===== src/rtl/an_sched_pkg.sv =====
// Shared definitions for the AN correction scheduler.
//   DEF_ROWS/DEF_COLS/DEF_MSG_W : default array geometry and message width
//   idx_w()                     : index width needed to address n cells
//   state_t                     : scheduler FSM states
package an_sched_pkg;

  localparam int DEF_ROWS  = 6;
  localparam int DEF_COLS  = 6;
  localparam int DEF_MSG_W = 3;

  function automatic int idx_w(input int n);
    return (n > 1) ? $clog2(n) : 1;
  endfunction

  typedef enum logic [1:0] {
    IDLE = 2'd0,
    PICK = 2'd1,
    REQ  = 2'd2,
    DONE = 2'd3
  } state_t;

endpackage


===== src/rtl/an_sched_lsb_enc.sv =====
// Lowest-set-bit priority encoder (bit 0 has highest priority).
//   i_vec : candidate vector
//   o_any : at least one bit of i_vec is set
//   o_idx : index of the lowest set bit (0 when o_any is low)
module an_sched_lsb_enc
  import an_sched_pkg::*;
#(
  parameter int N     = 36,
  parameter int IDX_W = idx_w(N)
) (
  input  logic [N-1:0]     i_vec,
  output logic             o_any,
  output logic [IDX_W-1:0] o_idx
);

  // Scan from the top down so the last hit written is the lowest index.
  always_comb begin
    o_any = 1'b0;
    o_idx = '0;
    for (int i = N - 1; i >= 0; i--) begin
      if (i_vec[i]) begin
        o_any = 1'b1;
        o_idx = IDX_W'(i);
      end
    end
  end

endmodule


===== src/rtl/an_corr_scheduler.sv =====
// Time-shares one AN correction decoder across a ROWS x COLS array of
// residue decoders. A frame of per-cell error flags becomes a candidate
// mask; candidates are issued lowest index first, one write-back per
// corrected cell, up to MAX_CORR per frame.
//   clk, rst             : clock, synchronous active-high reset
//   frm_valid/frm_ready  : frame handshake, frm_err = per-cell flags (r*COLS+c)
//   dec_req/dec_idx      : request to shared decoder, held until dec_ack
//   dec_ack/dec_msg      : decoder result
//   wb_valid/wb_idx/wb_msg : registered write-back strobe
//   frm_done/frm_ncorr/frm_ovf : end-of-frame pulse, correction count, overflow
module an_corr_scheduler
  import an_sched_pkg::*;
#(
  parameter int ROWS      = DEF_ROWS,
  parameter int COLS      = DEF_COLS,
  parameter int MSG_W     = DEF_MSG_W,
  parameter int MAX_CORR  = ROWS * COLS,
  parameter int USE_XSECT = 0,
  localparam int N        = ROWS * COLS,
  localparam int IDX_W    = idx_w(N),
  localparam int CNT_W    = IDX_W + 1
) (
  input  logic             clk,
  input  logic             rst,
  input  logic             frm_valid,
  output logic             frm_ready,
  input  logic [N-1:0]     frm_err,
  output logic             dec_req,
  output logic [IDX_W-1:0] dec_idx,
  input  logic             dec_ack,
  input  logic [MSG_W-1:0] dec_msg,
  output logic             wb_valid,
  output logic [IDX_W-1:0] wb_idx,
  output logic [MSG_W-1:0] wb_msg,
  output logic             frm_done,
  output logic [CNT_W-1:0] frm_ncorr,
  output logic             frm_ovf
);

  state_t           r_state;
  state_t           w_next;
  logic [N-1:0]     r_mask;
  logic [CNT_W-1:0] r_cnt;
  logic [IDX_W-1:0] r_dec_idx;
  logic             r_wb_valid;
  logic [IDX_W-1:0] r_wb_idx;
  logic [MSG_W-1:0] r_wb_msg;
  logic [N-1:0]     w_cand;
  logic             w_any;
  logic [IDX_W-1:0] w_lsb_idx;
  logic             w_pick_go;

  // Candidate mask: either the raw flags, or every cell sitting at the
  // crossing of a flagged row and a flagged column.
  if (USE_XSECT != 0) begin : g_xsect
    logic [ROWS-1:0] w_row_any;
    logic [COLS-1:0] w_col_any;
    always_comb begin
      w_row_any = '0;
      w_col_any = '0;
      for (int r = 0; r < ROWS; r++) begin
        for (int c = 0; c < COLS; c++) begin
          if (frm_err[r*COLS+c]) begin
            w_row_any[r] = 1'b1;
            w_col_any[c] = 1'b1;
          end
        end
      end
      w_cand = '0;
      for (int r = 0; r < ROWS; r++) begin
        for (int c = 0; c < COLS; c++) begin
          w_cand[r*COLS+c] = w_row_any[r] & w_col_any[c];
        end
      end
    end
  end else begin : g_own
    assign w_cand = frm_err;
  end

  an_sched_lsb_enc #(
    .N     (N),
    .IDX_W (IDX_W)
  ) u_lsb_enc (
    .i_vec (r_mask),
    .o_any (w_any),
    .o_idx (w_lsb_idx)
  );

  // The count can only reach MAX_CORR, so this stop condition is also
  // what keeps it saturated.
  assign w_pick_go = w_any && (r_cnt != CNT_W'(MAX_CORR));

  always_ff @(posedge clk) begin
    if (rst) r_state <= IDLE;
    else     r_state <= w_next;
  end

  always_comb begin
    w_next    = r_state;
    frm_ready = 1'b0;
    dec_req   = 1'b0;
    frm_done  = 1'b0;
    case (r_state)
      IDLE: begin
        frm_ready = 1'b1;
        if (frm_valid) w_next = PICK;
      end
      PICK: w_next = w_pick_go ? REQ : DONE;
      REQ: begin
        dec_req = 1'b1;
        if (dec_ack) w_next = PICK;
      end
      DONE: begin
        frm_done = 1'b1;
        w_next   = IDLE;
      end
      default: w_next = IDLE;
    endcase
  end

  always_ff @(posedge clk) begin
    if (rst) begin
      r_mask     <= '0;
      r_cnt      <= '0;
      r_dec_idx  <= '0;
      r_wb_valid <= 1'b0;
      r_wb_idx   <= '0;
      r_wb_msg   <= '0;
    end else begin
      r_wb_valid <= 1'b0;
      case (r_state)
        IDLE: begin
          if (frm_valid) begin
            r_mask <= w_cand;
            r_cnt  <= '0;
          end
        end
        PICK: begin
          if (w_pick_go) r_dec_idx <= w_lsb_idx;
        end
        REQ: begin
          if (dec_ack) begin
            r_mask     <= r_mask & ~(N'(1) << r_dec_idx);
            r_cnt      <= r_cnt + 1'b1;
            r_wb_valid <= 1'b1;
            r_wb_idx   <= r_dec_idx;
            r_wb_msg   <= dec_msg;
          end
        end
        default: ;
      endcase
    end
  end

  assign dec_idx   = r_dec_idx;
  assign wb_valid  = r_wb_valid;
  assign wb_idx    = r_wb_idx;
  assign wb_msg    = r_wb_msg;
  assign frm_ncorr = r_cnt;
  // Leftover candidates at end of frame mean MAX_CORR cut the frame short.
  assign frm_ovf   = frm_done & (|r_mask);

endmodule


===== config.mk =====
export PLATFORM = sky130hd
export DESIGN_NAME = an_corr_scheduler
export DESIGN_NICKNAME = d
export VERILOG_FILES = /design/src/rtl/an_sched_pkg.sv /design/src/rtl/an_sched_lsb_enc.sv /design/src/rtl/an_corr_scheduler.sv
export SDC_FILE = /design/constraint.sdc
export NUM_CORES = 1
export LEC_CHECK = 0
export CAP_MARGIN = 20
export CORE_MARGIN = 2
export CORE_UTILIZATION = 40
export CTS_BUF_LIST = sky130_fd_sc_hd__clkbuf_4
export CTS_CLUSTER_DIAMETER = 120
export DETAILED_ROUTE_END_ITERATION = 10
export GPL_TIMING_DRIVEN = 0
export PLACE_DENSITY = 0.66
export SLEW_MARGIN = 40
export SYNTH_ARGS = -nofsm -noshare
export SYNTH_HDL_FRONTEND = slang
export SYNTH_HIERARCHICAL = 1
export SYNTH_SLANG_ARGS = --single-unit

===== constraint.sdc =====
create_clock -name clk -period 2.16 [get_ports clk]
set_clock_uncertainty 0.1 [all_clocks]
set_input_delay 0.648 -clock clk [delete_from_list [all_inputs] [get_ports clk]]
set_output_delay 0.648 -clock clk [all_outputs]
set_load 0.02 [all_outputs]

==> results of run 1 <==
[cell type report]
class	instances	area, sq um	area share [%]
multi-input combinational	297	1900	43.8
buffer	26	143	3.28
clock inverter	7	73.8	1.70
clock buffer	9	67.6	1.55
inverter	9	33.8	0.777
sequential	61	1260	28.9
timing repair buffer	77	741	17.0
tap	102	128	2.94
[through the flow]
step	TNS [ps]	hold WS [ps]
6_report	-308	362
5_1_grt	-617	382
4_1_cts	-287	361
3_5_place_dp	-16290	347
2_1_floorplan	0	403
3_3_place_gp	-16620	342
[routing by layer]
metal / part of all wire, % / vias up / global-route usage (%)
met5: 0 / - / 0
met4: 2.9 / 0 / 11.4
met3: 7.3 / 26 / 7.01
met2: 46 / 146 / 37.8
met1: 44 / 1631 / 33.3
li1: - / 1639 / -
[worst register-to-register path: stages, from the launching register on]
cell      delay, ps
dfxtp_4         370
buf_4           140
or4_4           560
nor2_4          160
nand3_4          90
nor2_1          110
nand2_1          60
inv_2           100
a311oi_4         70
mux2i_1         250
nor2_1           60
[sequential cells by signal (all words and copies together) (netlist names)]
signal     cells
frm_ncorr      7
wb_valid       1
r_mask        36
dec_idx        6
wb_idx         6
r_state        2
wb_msg         3
[what timing repair did]
item                                   4_1_cts  5_1_grt
setup endpoints to repair                   23       36
endpoints found under the hold margin        0        0
resized for setup                           54       29
pin swaps                                    1        5
setup buffers                                1        7
gates cloned                                 0        0
[power groups by stage]
stage               sequential [mW]  clock [mW]  combinational, mW
detailed placement             1.34           0              0.676
finish                         1.34       0.839              0.744
global placement               1.33           0              0.668
global route                   1.35       0.891              0.803
CTS                            1.33       0.851              0.699
floorplan                      1.32           0              0.443
[layout by cell type, fill, tap and decap left out, types with 3 or more instances in the layout]
master	Yosys	routed
a21oi_1	21	21
nor4_1	15	6
o21ai_0	5	5
nor3_1	7	7
dlygate4sd2_1	0	18
nor4_4	0	4
nor4_2	1	6
clkinvlp_4	0	3
clkbuf_4	0	10
dfxtp_1	61	43
xnor2_1	4	4
clkbuf_1	13	13
o31ai_1	3	3
clkdlybuf4s50_1	0	43
dfxtp_4	0	5
buf_4	1	10
inv_1	9	8
nor2_1	69	69
nand2b_1	6	6
o22ai_1	37	37
dlymetal6s2s_1	0	5
nor2b_1	6	5
buf_2	8	6
dfxtp_2	0	13
nand3_1	7	7
mux2i_1	6	6
buf_6	3	5
a211oi_1	37	37
nand2_1	28	28
nand3b_1	4	4
[cell families (layout without fill, tap and decap cells)]
logic type | after synthesis | in the layout | share of synthesized area (%)
AND/OR/NAND/NOR | 167 | 167 | 27.0
AO/OA/AOI/OAI | 117 | 117 | 25.2
flip-flops | 61 | 61 | 38.5
buffers and inverters | 35 | 128 | 5.29
multiplexers | 6 | 6 | 1.89
XOR/XNOR | 5 | 5 | 1.38
adder cells (fa/ha/maj) | 2 | 2 | 0.789
[worst paths after layout]
check,startpoint,end,slack [ps]
min,wb_msg[1],wb_msg[1],360
min reg2reg,wb_msg[1],wb_msg[1],360
max reg2reg,r_mask[23],dec_idx[3],-20
max,r_mask[23],frm_ovf,-290
==> metrics.yaml, run 1 <==
synth.largest_area_cell: "dfxtp_1"
rsz0062_at_grt: "yes"
final_util_pct: 56.5
cts.sinks: 61
min_path_cells: 2
antenna_found_initial: 0
synth_area_per_cell_sq_um: 8.07
min_period_ps: 2450
path_clk_slew_ps: 120
synth_ff_type: "dfxtp_1"
io_buffers: 69
wl_per_cell_um: 18.4
place.gp.congestion: 0.921
p_comb_share_pct: 25.4
yosysWarningCount: 6
worstSetupEndpointType: "output pin"
vias: 3442
crit_type: "reg2out"
yosysTopAreaCellShare_pct: 38.5
yosys-top-cells-count: "nor2_1, dfxtp_1, a211oi_1, o22ai_1, nand2_1"
cap_violations: 0
status: "complete, but fails checks"
cts_tree: "yes"
path_buf_inv: 1
hpwlAfterDp_um: 7410
grt_max_degree: 13
yosys.cell_count.top_type: "nor2_1"
worst_slew_pin_slew_ps: 736
hold_buffers: 0
synth_edf_count: 0
slew_headroom_pct: 50.3
p_seq_share_pct: 45.9
synth_area_leaders: "dfxtp_1, a211oi_1, nor2_1"
drc: 0
synth_cell_types: 57
clk_path_buf_depth: 2
cp_num_cells: 4
slowest_stage: "dfxtp_4"
worst_ir_drop_vdd_mv: 0.314
power_frac_clock_pct: 28.7
ys_seq_area_share_pct: 38.5
worst-path-max-fanout: 3
path_cells: "nor4_4 -> nand3_1 -> o31a_1 -> buf_6"
syn_to_final_growth_pct: 37.0
grt_pass1_wl_um: 16800
insertion_delay_ps: 430
leakage_nw: 1.63
async_flop_share_pct: 0
setup_viol: 2
row_count: 32
stdcell_area_sq_um: 4350
syn-cell-area_sq_um: 3170
reg2reg_depth: 10
dpl_cell_area_sq_um: 3990
switching_share_pct: 34.3
violations: "setup timing"
hold_violations: 0
p_int_mw: 1.92
ios: 70
drive_gt1_share_pct: 17.5
synthCells: 393
worst_setup_path_start_kind: "flop"
cts-root-buf: "clkbuf_4"
die_height_um: 93.0
placedCellCount: 564
maxSlewViolCount: 0
drtAntennaViolNets: 0
cp.required_ps: 1410
powerDensity_nw_per_um2: 673
grt_usage_pct: 25.1
hold_class: "reg2reg"
total_power_mw: 2.93
routed_wl_um: 10800
cpLargestDelayFamily: "simple AND/OR/NAND/NOR gates"
synth_seq_cells: 61
via_per_inst: 5.85
die_area_sq_um: 8660
diodes: 0
timing.final.ws_setup_ps: -290
slowest_delay_ps: 370
fillers: 730
start_util_pct: 41.3
die_x_um: 93.0
grt_pass1_vias: 3263
grt.overflow.total: 0
dr.pass1.iters: 4
cts_max_level: 3
cts_made_buffers: 9
max_freq_mhz: 408
core_sq_um: 7690
cp.arrival_ps: 1700
final-instance-count-excl-fill: 588
fin_nets: 526
syn-num-nets: 438
fin_crit_sh_pct: 113
first_iter_violations: 246
pre_cts_slack_ps: -414
p_sw_mw: 1.00
Note: power is estimated with default switching activity, not from simulation.
==> inputs of run 2 (changes only) <==
HOLD_SLACK_MARGIN = 0.1   (was unset)
==> results of run 2 <==
Final layout, timing and power as in run 1 (identical DEF).
==> inputs of run 3 (changes only) <==
DONT_BUFFER_PORTS = 1   (was unset)
PLACE_DENSITY = unset   (was 0.66)
==> run 3 against run 2 <==
  * The run still ends with setup timing left
  * Via count shrank 9.8%
  * Sequential power is essentially flat
  * Highest routed layer unchanged
  * Power grew 2.3%
  * Global-route usage shrank 0.49 points
  * Critical path depth shrank 1
  * Sequential share of layout area grew 5.6 points
  * Design area shrank 17%
==> metrics.yaml, run 3 (synthesis results as in run 1) <==
status: "complete, but fails checks"
violations: "setup timing"
registers.top_by_ff_count: "r_mask"
worst-path-max-fanout: 2
path_clk_slew_ps: 110
slowest_stage: "o31a_1"
setup_viol: 5
clk_path_buf_depth: 2
grt_pass1_vias: 3068
total_power_mw: 2.99
cts_max_level: 3
insertion_delay_ps: 420
hold_start: "dec_msg[1]"
first_iter_violations: 267
path_buf_inv: 0
grt_usage_pct: 24.6
place.gp.congestion: 0.938
hpwlAfterDp_um: 7170
diodes: 0
power_frac_clock_pct: 34.7
drive_gt1_share_pct: 16.9
max_freq_mhz: 425
slowest_delay_ps: 410
core_sq_um: 7690
grt_pass1_wl_um: 16300
r2r-start: "r_mask[15]"
switching_share_pct: 30.5
path_cells: "nor4_4 -> nand3_1 -> o31a_1"
layout_commonest_cell: "nor2_1"
worstSetupEndpointType: "output pin"
cp.arrival_ps: 1600
largest_reg_flops: 36
final_util_pct: 47.1
vias: 3105
p_comb_share_pct: 20.6
cts-root-buf: "clkbuf_4"
io_buffers: 0
cts_made_buffers: 9
drc: 0
worst_slew_pin_slew_ps: 665
cts_tree: "yes"
wl_per_cell_um: 20.0
worst_ir_drop_vdd_mv: 0.337
die_x_um: 93.0
drtAntennaViolNets: 0
hold_class: "in2reg"
cap_violations: 0
grt_max_degree: 11
row_count: 32
fin_nets: 454
slew_headroom_pct: 55.0
routed_wl_um: 10300
maxSlewViolCount: 0
start_util_pct: 41.3
syn_to_final_growth_pct: 14.2
most-common-layout-cells: "nor2_1, dfxtp_1, o22ai_1, a211oi_1, nand2_1"
p_int_mw: 2.08
grt.overflow.total: 0
worst_setup_path_start_kind: "flop"
hold_violations: 0
cp.required_ps: 1410
die_area_sq_um: 8660
hold_buffers: 0
antenna_found_initial: 0
p_seq_share_pct: 44.7
powerDensity_nw_per_um2: 826
timing.final.ws_setup_ps: -193
die_height_um: 93.0
crit_type: "reg2out"
p_sw_mw: 0.914
via_per_inst: 6.02
min_period_ps: 2350
dr.pass1.iters: 6
rsz0062_at_grt: "yes"
fin_crit_sh_pct: 109
crit_start: "r_mask[22]"
cpLargestDelayFamily: "simple AND/OR/NAND/NOR gates"
leakage_nw: 1.20
cts.sinks: 61
ios: 70
[run 3: per-layer routing]
metal | track usage, % | share of wire, % | vias up
met1 | 30.3 | 41 | 1438
met3 | 9.67 | 11 | 28
li1 | - | - | 1498
met4 | 9.80 | 3.6 | 0
met2 | 38.5 | 45 | 141
met5 | 0 | 0 | -
[run 3: repair_timing]
item / in CTS / in global routing
buffers inserted: 4 / 1
pin swaps: 2 / 3
gates resized for setup: 23 / 9
setup endpoints to repair: 2 / 27
hold endpoints to repair: 0 / 0
[run 3: final timing paths]
kind | depth (start not counted) | endpoint | slack [ps]
max | 3 | frm_ovf | -190
min | 2 | wb_msg[1] | 250
max reg2reg | 9 | dec_idx[0] | -20
min reg2reg | 2 | r_mask[3] | 450
[run 3: power groups by stage]
stage          sequential, mW  combinational [mW]  clock (mW)
6_report                 1.34               0.617        1.04
5_1_grt                  1.35               0.675        1.11
4_1_cts                  1.33               0.596        1.06
3_5_place_dp             1.35               0.561           0
3_3_place_gp             1.35               0.553           0
2_1_floorplan            1.32               0.443           0
[run 3: per-stage QoR]
stage	TNS (ps)	worst slack [ps]	std cells	hold WS (ps)	instance area (sq um)
6_report	-228	-193	516	246	3620
5_1_grt	-1430	-275	516	239	3620
4_1_cts	-184	-184	515	226	3580
3_5_place_dp	0	6.13	495	429	3300
3_3_place_gp	0	58.1	495	423	3300
2_1_floorplan	0	285	393	403	3170
[run 3: cell type report]
| cell class | count | area [sq um] |
|---|---|---|
| Buffer | 26 | 140 |
| Clock buffer | 11 | 82.6 |
| Clock inverter | 5 | 98.8 |
| Fill cell | 790 | 4060 |
| Inverter | 9 | 33.8 |
| Multi-Input combinational cell | 297 | 1850 |
| Sequential cell | 61 | 1250 |
| Tap cell | 102 | 128 |
| Timing Repair Buffer | 5 | 37.5 |
